`src/rtl/uart_pkg.sv`:
```
// -----------------------------------------------------------------------------
// uart_pkg
// Shared types and constants for the UART controller blocks.
//   tx_state_t      : transmit serializer FSM states
//   parity_t        : frame parity mode
//   UART_IDLE_LEVEL : level of the serial line when nothing is sent
//   parity_bit()    : parity bit for a given mode from the XOR of the data bits
// -----------------------------------------------------------------------------
package uart_pkg;

    typedef enum logic [2:0] {
        TX_IDLE,
        TX_START,
        TX_DATA,
        TX_PARITY,
        TX_STOP
    } tx_state_t;

    typedef enum logic [1:0] {
        PAR_NONE,
        PAR_EVEN,
        PAR_ODD
    } parity_t;

    localparam logic UART_IDLE_LEVEL = 1'b1;

    // Even parity makes the total number of ones even, so the bit equals the
    // XOR of the data; odd parity is its inverse. PAR_NONE never transmits it.
    function automatic logic parity_bit(input parity_t mode, input logic data_xor);
        return (mode == PAR_ODD) ? ~data_xor : data_xor;
    endfunction

endpackage

```
`src/rtl/uart_tx_serializer.sv`:
```
// -----------------------------------------------------------------------------
// uart_tx_serializer
// Serializes one byte per frame onto txd: start bit, DATA_BITS data bits
// LSB-first, optional parity bit, STOP_BITS stop bits. Each bit lasts from one
// baud_tick to the next; tx_en starts the baud tick generator on accept and
// tx_done stops it on the final stop-bit tick.
//
// Ports
//   clk_16mhz : system clock, rising edge
//   rst       : synchronous active-high reset
//   in_data   : byte to send, sampled on accept
//   in_valid  : in_data is valid
//   in_ready  : block can accept (IDLE only, registered)
//   baud_tick : one-cycle bit-period strobe from the generator
//   tx_en     : one-cycle start request to the generator (combinational)
//   tx_done   : stop request to the generator (combinational, high in reset)
//   txd       : serial line, idle high (registered)
//   busy      : a frame is in progress (registered)
// -----------------------------------------------------------------------------
module uart_tx_serializer
    import uart_pkg::*;
#(
    parameter int      DATA_BITS = 8,
    parameter parity_t PARITY    = PAR_NONE,
    parameter int      STOP_BITS = 1
) (
    input  logic                 clk_16mhz,
    input  logic                 rst,
    input  logic [DATA_BITS-1:0] in_data,
    input  logic                 in_valid,
    output logic                 in_ready,
    input  logic                 baud_tick,
    output logic                 tx_en,
    output logic                 tx_done,
    output logic                 txd,
    output logic                 busy
);

    localparam int               CNT_W     = $clog2(DATA_BITS);
    localparam logic [CNT_W-1:0] LAST_BIT  = CNT_W'(DATA_BITS - 1);
    localparam logic             LAST_STOP = 1'(STOP_BITS - 1);

    tx_state_t            state_q, state_d;
    logic [DATA_BITS-1:0] shift_q, shift_d;
    logic [CNT_W-1:0]     bit_cnt_q, bit_cnt_d;
    logic                 stop_cnt_q, stop_cnt_d;
    logic                 parity_q, parity_d;
    logic                 txd_q, txd_d;
    logic                 in_ready_q, in_ready_d;
    logic                 busy_q, busy_d;

    logic accept;
    logic last_stop;

    assign accept    = in_valid & in_ready_q;
    assign last_stop = (state_q == TX_STOP) && (stop_cnt_q == LAST_STOP);

    // Generator handshake: tx_en can only occur in IDLE and tx_done only in
    // STOP or reset, and tx_en is masked by reset, so they never overlap.
    // tx_done is held during reset because the generator's enable has no reset.
    assign tx_en   = accept & ~rst;
    assign tx_done = (last_stop & baud_tick) | rst;

    assign in_ready = in_ready_q;
    assign busy     = busy_q;
    assign txd      = txd_q;

    always_comb begin
        // NOTE: every _d signal gets its hold value first, so no path through
        // the case statements leaves one unassigned and no latch is inferred.
        state_d    = state_q;
        shift_d    = shift_q;
        bit_cnt_d  = bit_cnt_q;
        stop_cnt_d = stop_cnt_q;
        parity_d   = parity_q;

        unique case (state_q)
            TX_IDLE: begin
                if (accept) begin
                    shift_d    = in_data;
                    parity_d   = parity_bit(PARITY, ^in_data);
                    bit_cnt_d  = '0;
                    stop_cnt_d = 1'b0;
                    state_d    = TX_START;
                end
            end
            TX_START: begin
                if (baud_tick) state_d = TX_DATA;
            end
            TX_DATA: begin
                if (baud_tick) begin
                    shift_d = shift_q >> 1;
                    // Counter stops at the last bit instead of wrapping.
                    if (bit_cnt_q == LAST_BIT) begin
                        state_d = (PARITY == PAR_NONE) ? TX_STOP : TX_PARITY;
                    end else begin
                        bit_cnt_d = bit_cnt_q + CNT_W'(1);
                    end
                end
            end
            TX_PARITY: begin
                if (baud_tick) state_d = TX_STOP;
            end
            TX_STOP: begin
                if (baud_tick) begin
                    if (last_stop) state_d    = TX_IDLE;
                    else           stop_cnt_d = stop_cnt_q + 1'b1;
                end
            end
            default: state_d = TX_IDLE;
        endcase

        // Line level follows the state being entered, so txd changes on the
        // same edge as the state and is glitch-free from a flop.
        unique case (state_d)
            TX_START:  txd_d = 1'b0;
            TX_DATA:   txd_d = shift_d[0];
            TX_PARITY: txd_d = parity_d;
            default:   txd_d = UART_IDLE_LEVEL;
        endcase

        in_ready_d = (state_d == TX_IDLE);
        busy_d     = (state_d != TX_IDLE);
    end

    always_ff @(posedge clk_16mhz) begin
        // NOTE: sequential state uses non-blocking assignments only, so every
        // flop samples the values from before this edge.
        if (rst) begin
            // NOTE: the shift register and parity flop are cleared as well, so
            // a frame aborted by reset leaves no partial data behind.
            state_q    <= TX_IDLE;
            shift_q    <= '0;
            bit_cnt_q  <= '0;
            stop_cnt_q <= 1'b0;
            parity_q   <= 1'b0;
            txd_q      <= UART_IDLE_LEVEL;
            in_ready_q <= 1'b0;
            busy_q     <= 1'b0;
        end else begin
            state_q    <= state_d;
            shift_q    <= shift_d;
            bit_cnt_q  <= bit_cnt_d;
            stop_cnt_q <= stop_cnt_d;
            parity_q   <= parity_d;
            txd_q      <= txd_d;
            in_ready_q <= in_ready_d;
            busy_q     <= busy_d;
        end
    end

endmodule

```
`config.mk`:
```
export PLATFORM = sky130hd
export DESIGN_NAME = uart_tx_serializer
export DESIGN_NICKNAME = d
export VERILOG_FILES = /design/src/rtl/uart_pkg.sv /design/src/rtl/uart_tx_serializer.sv
export SDC_FILE = /design/constraint.sdc
export NUM_CORES = 1
export LEC_CHECK = 0
export CORE_ASPECT_RATIO = 1.2
export CORE_MARGIN = 2
export CORE_UTILIZATION = 37
export DETAILED_ROUTE_END_ITERATION = 10
export GPL_TIMING_DRIVEN = 0
export PLACE_DENSITY = 0.72
export SLEW_MARGIN = 20
export SYNTH_ARGS = -nofsm -noshare
export SYNTH_HDL_FRONTEND = slang
export SYNTH_SLANG_ARGS = --single-unit
```
`constraint.sdc`:
```
create_clock -name clk_16mhz -period 2.7 [get_ports clk_16mhz]
set_clock_uncertainty 0.05 [all_clocks]
set_input_delay 0.81 -clock clk_16mhz [delete_from_list [all_inputs] [get_ports clk_16mhz]]
set_output_delay 0.81 -clock clk_16mhz [all_outputs]
set_load 0.01 [all_outputs]
```
After elaboration in Yosys (flattened, before gate mapping)
Index checks and enable logic that the tools add are counted.
{"block": "word_totals", "out_inout_bits": 5, "elab_cells": 62, "register_bits": 19}
{"block": "classes", "bitwise": 6, "eq_ne": 13, "add_sub_neg": 2, "muxes": 22, "n_reduce_logical": 10}
{"cell": "3-bit 2-to-1 mux", "n": 10}
{"cell": "8-bit 2-to-1 mux", "n": 2}
{"cell": "8-bit one-hot mux with 2 select lines", "n": 1}
{"cell": "3-bit one-hot mux with 5 select lines", "n": 1}
{"cell": "3-bit by 2-bit == test with 1-bit output, second input constant", "n": 4}
{"cell": "2-bit != test, second input constant", "n": 5}
{"cell": "4-bit AND reduction", "n": 2}
{"cell": "8-bit XOR reduction", "n": 1}
{"cell": "3-bit by 1-bit == test with 1-bit output, second input constant", "n": 2}
{"cell": "3-bit == test, second input constant", "n": 2}
{"cell": "3-bit logical NOT", "n": 2}
{"cell": "3-bit one-hot mux with 2 select lines", "n": 1}
{"cell": "1-bit 2-to-1 mux", "n": 5}
{"cell": "2-bit nonzero test", "n": 2}
{"cell": "3-bit by 1-bit adder with 3-bit output, second input constant", "n": 1}
{"cell": "1-bit bitwise AND", "n": 3}
{"cell": "1-bit one-hot mux with 3 select lines", "n": 1}
{"cell": "3-bit AND reduction", "n": 1}
{"cell": "3-bit nonzero test", "n": 1}
{"cell": "1-bit NOT", "n": 2}
{"cell": "1-bit one-hot mux with 2 select lines", "n": 1}
{"cell": "1-bit adder, second input constant", "n": 1}
{"cell": "1-bit logical AND", "n": 1}
{"cell": "1-bit OR", "n": 1}

Logic depth before layout (Yosys ltp)
{"block": "logic_depth", "word_depth": 7, "depth_mapped": 6}

Worst setup path before layout
Ideal clock, no wire load.
{"block": "synth_timing", "path_kind": "input -> output", "startpoint": "in rst", "endpoint": "out tx_done", "setup_slack_ps": 586, "path_buffers": 1, "cell_stages": 2, "t_arrival_ps": 1254, "cell_sequence": "clkbuf_1 o21bai_1"}
{"block": "synth_between", "elab_chain_len": 1}
{"item": "start, declared", "line_no": "uart_tx_serializer.sv:28", "source": "input logic rst,"}
{"item": "1-bit OR", "line_no": "uart_tx_serializer.sv:62", "source": "assign tx_done = (last_stop & baud_tick) | rst;"}
{"item": "end, declared", "line_no": "uart_tx_serializer.sv:34", "source": "output logic tx_done,"}
No other way between the ends.

Worst setup path after layout
{"block": "layout_timing", "startpoint": "in in_valid", "endpoint": "out tx_en"}
{"block": "layout_between", "elab_chain_len": 2}
{"item": "start, declared", "line_no": "uart_tx_serializer.sv:30", "source": "input logic in_valid,"}
{"item": "1-bit bitwise AND", "line_no": "uart_tx_serializer.sv:55", "source": "assign accept = in_valid & in_ready_q;"}
{"item": "1-bit bitwise AND", "line_no": "uart_tx_serializer.sv:61", "source": "assign tx_en = accept & ~rst;"}
{"item": "end, declared", "line_no": "uart_tx_serializer.sv:33", "source": "output logic tx_en,"}
No other way between the ends.

==> results.sh <==
export IMPL_outcome="finished clean"
export IMPL_die_h_um=58.3
export IMPL_period_share=0.940
export IMPL_core_um2=2310
export IMPL_area_delta_synth_final_pct=28.8
export IMPL_cts_tree="yes"
export IMPL_grt_pass1_wl_mm=3.55
export IMPL_die_area_um2=2870
export IMPL_netlist_instances=104
export IMPL_vias_per_cell=5.35
export IMPL_layout_min_cycle_time_ns=2.54
export IMPL_p_per_area_nw_per_um2=485
export IMPL_grt_max_degree=11
export IMPL_cts_buffers=3
export IMPL_synth_nets=118
export IMPL_yosysTopAreaCellShare=0.419
export IMPL_drive_above_1_share=0.0873
export IMPL_hpwl_mm=1.41
export IMPL_maxCapViolCount=0
export IMPL_end_kind="output port"
export IMPL_cts_root_buf="clkbuf_4"
export IMPL_htreeDepth=1
export IMPL_dpl_instance_area_um2=1110
export IMPL_place_congestion=0.788
export IMPL_yosys_warnings=0
export IMPL_clk_insertion_delay_late_ns=0.30
export IMPL_n_antenna_cell=0
export IMPL_placementRows=19
export IMPL_hold_viol_final=0
export IMPL_finalSetupViolations=0
export IMPL_fin_tns_setup_ns=0
export IMPL_yosysSeqAreaShare=0.419
export IMPL_avgSynthCellArea_um2=8.73
export IMPL_drtPass1Iterations=4
export IMPL_synth_area_um2=908
export IMPL_layout_cells_non_filler=157
export IMPL_crit_fanout=2
export IMPL_drt_iter0_drc=10
export IMPL_n_fill_cell=236
export IMPL_dp_cells=151
export IMPL_ys_ff_latch=19
export IMPL_stdcell_area_um2=1170
export IMPL_antenna_found_initial=0
export IMPL_io_pins=17
export IMPL_via_count=840
export IMPL_start_util=0.394
export IMPL_critPathArrivalTime_ns=1.68
export IMPL_worst_ep_required_time_ns=1.84
export IMPL_post_drt_wl_per_cell_um=13.0
export IMPL_critPathKind="input pin to output port"
export IMPL_netlist_top_cells_area="dfxtp_1 42%, a21oi_1 7.2%, xnor2_1 6.7%, a22oi_1 5.8%, nand2_1 5.0%"
export IMPL_grt_usage=0.161
export IMPL_fin_nets=141
export IMPL_path_delay_family="buffers and inverters"
export IMPL_cts_hold_buf=0
export IMPL_synth_distinct_cells=28
export IMPL_crit_buf_inv=2
export IMPL_critPathLaunchType="input pin"
export IMPL_fmax_mhz=394
export IMPL_clock_sinks=19
export IMPL_cts_clk_slew_worst_paths_ns=0.11
export IMPL_crit_chain="clkdlybuf4s50_1, nand2_1, nor2_1, dlygate4sd2_1"
export IMPL_die_w_um=49.2
export IMPL_drtAntennaViolNets=0
export IMPL_hold_path_class="flop to flop"
export IMPL_slew_violations=0
export IMPL_ir_drop_mv=0.319
export IMPL_globalRouteOverflowTotal=0
export IMPL_drc_errors=0
export IMPL_cpPeakStageDelay_ns=0.47
export IMPL_crit_slowest_cell="clkdlybuf4s50_1"
export IMPL_grt_pass1_vias=820
export IMPL_p_leak_uw=0.000425
export IMPL_grt_setup_unrepaired="no"
export IMPL_numPortBuffers=16
export IMPL_hold_ws_ns=0.414
export IMPL_clock_path_buffers=2
export IMPL_yosys_area_top_type="dfxtp_1"
export IMPL_relSlewSlack=0.681
export IMPL_wl_mm=2.04
export IMPL_worstMarginPinSlew_ns=0.478
[synthesized netlist by cell type]
library cell and instances:
nor3_1 2, o21ai_0 4, nand3b_1 1, a31oi_1 2
dfxtp_1 19, ha_1 2, buf_6 1, o31ai_1 1
o21bai_1 1, nand2b_1 2, nand2_1 12, a22oi_1 7
o31a_1 1, a211oi_1 2, and4bb_1 2, nand3_1 2
inv_1 2, nor2_1 8, and4bb_2 2, nor2b_1 2
o21ai_1 1, xnor2_1 7, and2_1 1, a32o_1 1
a21oi_1 13, clkbuf_1 4, a211o_1 1, a2111o_1 1
[final timing paths]
| path | from | depth (start not counted) | to | slack, ns |
|---|---|---|---|---|
| setup / recovery | in_valid | 4 | tx_en | 0.16 |
| hold / removal | shift_q[0] | 2 | shift_q[0] | 0.41 |
| setup reg to reg | bit_cnt_q[0] | 6 | txd | 0.73 |
| hold reg to reg | shift_q[0] | 2 | shift_q[0] | 0.41 |
[repair_timing]
action	in CTS	in global routing
gates resized for setup	11	1
endpoints found under the setup margin	2	1
setup buffers	2	0
[state kept, by name, indices dropped and copies added, names as in the netlist]
name        flops
shift_q         8
bit_cnt_q       3
state_q         3
busy            1
in_ready        1
parity_q        1
stop_cnt_q      1
txd             1
[logic make-up (layout without fill, tap and decap cells)]
group                    count (synthesis)  after routing  synth area share
AND/OR/NAND/NOR                         34             34             0.202
AO/OA/AOI/OAI                           35             35             0.247
XOR/XNOR                                 7              7            0.0675
buffers and inverters                    7             29            0.0372
flip-flops                              19             19             0.419
adder cells (fa/ha/maj)                  2              2            0.0275
[cell usage in the layout (no fill, tap or decap), types with 3 or more instances in the layout]
master           instances
dfxtp_1                 19
a21oi_1                 13
nand2_1                 12
clkdlybuf4s50_1         12
nor2_1                   8
a22oi_1                  7
xnor2_1                  7
o21ai_0                  4
clkbuf_1                 3
clkbuf_4                 3
[through the flow]
step | utilization | power, uW | setup slack (ns)
6_report | 0.507 | 567 | 0.163
2_1_floorplan | - | 377 | 0.586
3_3_place_gp | 0.480 | 422 | -0.575
3_5_place_dp | 0.480 | 425 | -0.611
5_1_grt | 0.507 | 598 | 0.0970
4_1_cts | 0.506 | 573 | 0.0425
[worst reg2reg max path, delay by kind of cell, from the launching register on]
kind                       cells  cell delay [ns]
DFF                            1             0.34
AOI/OAI and AO/OA              4             1.06
adders and majority gates      2             0.41
[cell type report]
cell class	instances	area (um2)	area share
well taps	31	38.8	0.0332
flip-flops and latches	19	380	0.325
plain buffers	5	46.3	0.0396
inverters	2	7.51	0.00642
multi-input cells	78	494	0.422
repair buffers	18	176	0.151
clock buffers	4	26.3	0.0225
[report_power, final]
part           switching, uW  internal [uW]
clock network           87.5           57.5
logic                   54.6           61.9
registers               9.39            296
total                    151            415
[metal layers]
layer / share of wire / global-route usage
met3: 0.049 / 0.0284
met4: 0.0074 / 0.0612
met1: 0.44 / 0.178
met5: 0 / 0
met2: 0.51 / 0.305
Note: power is estimated with default switching activity, not from simulation.
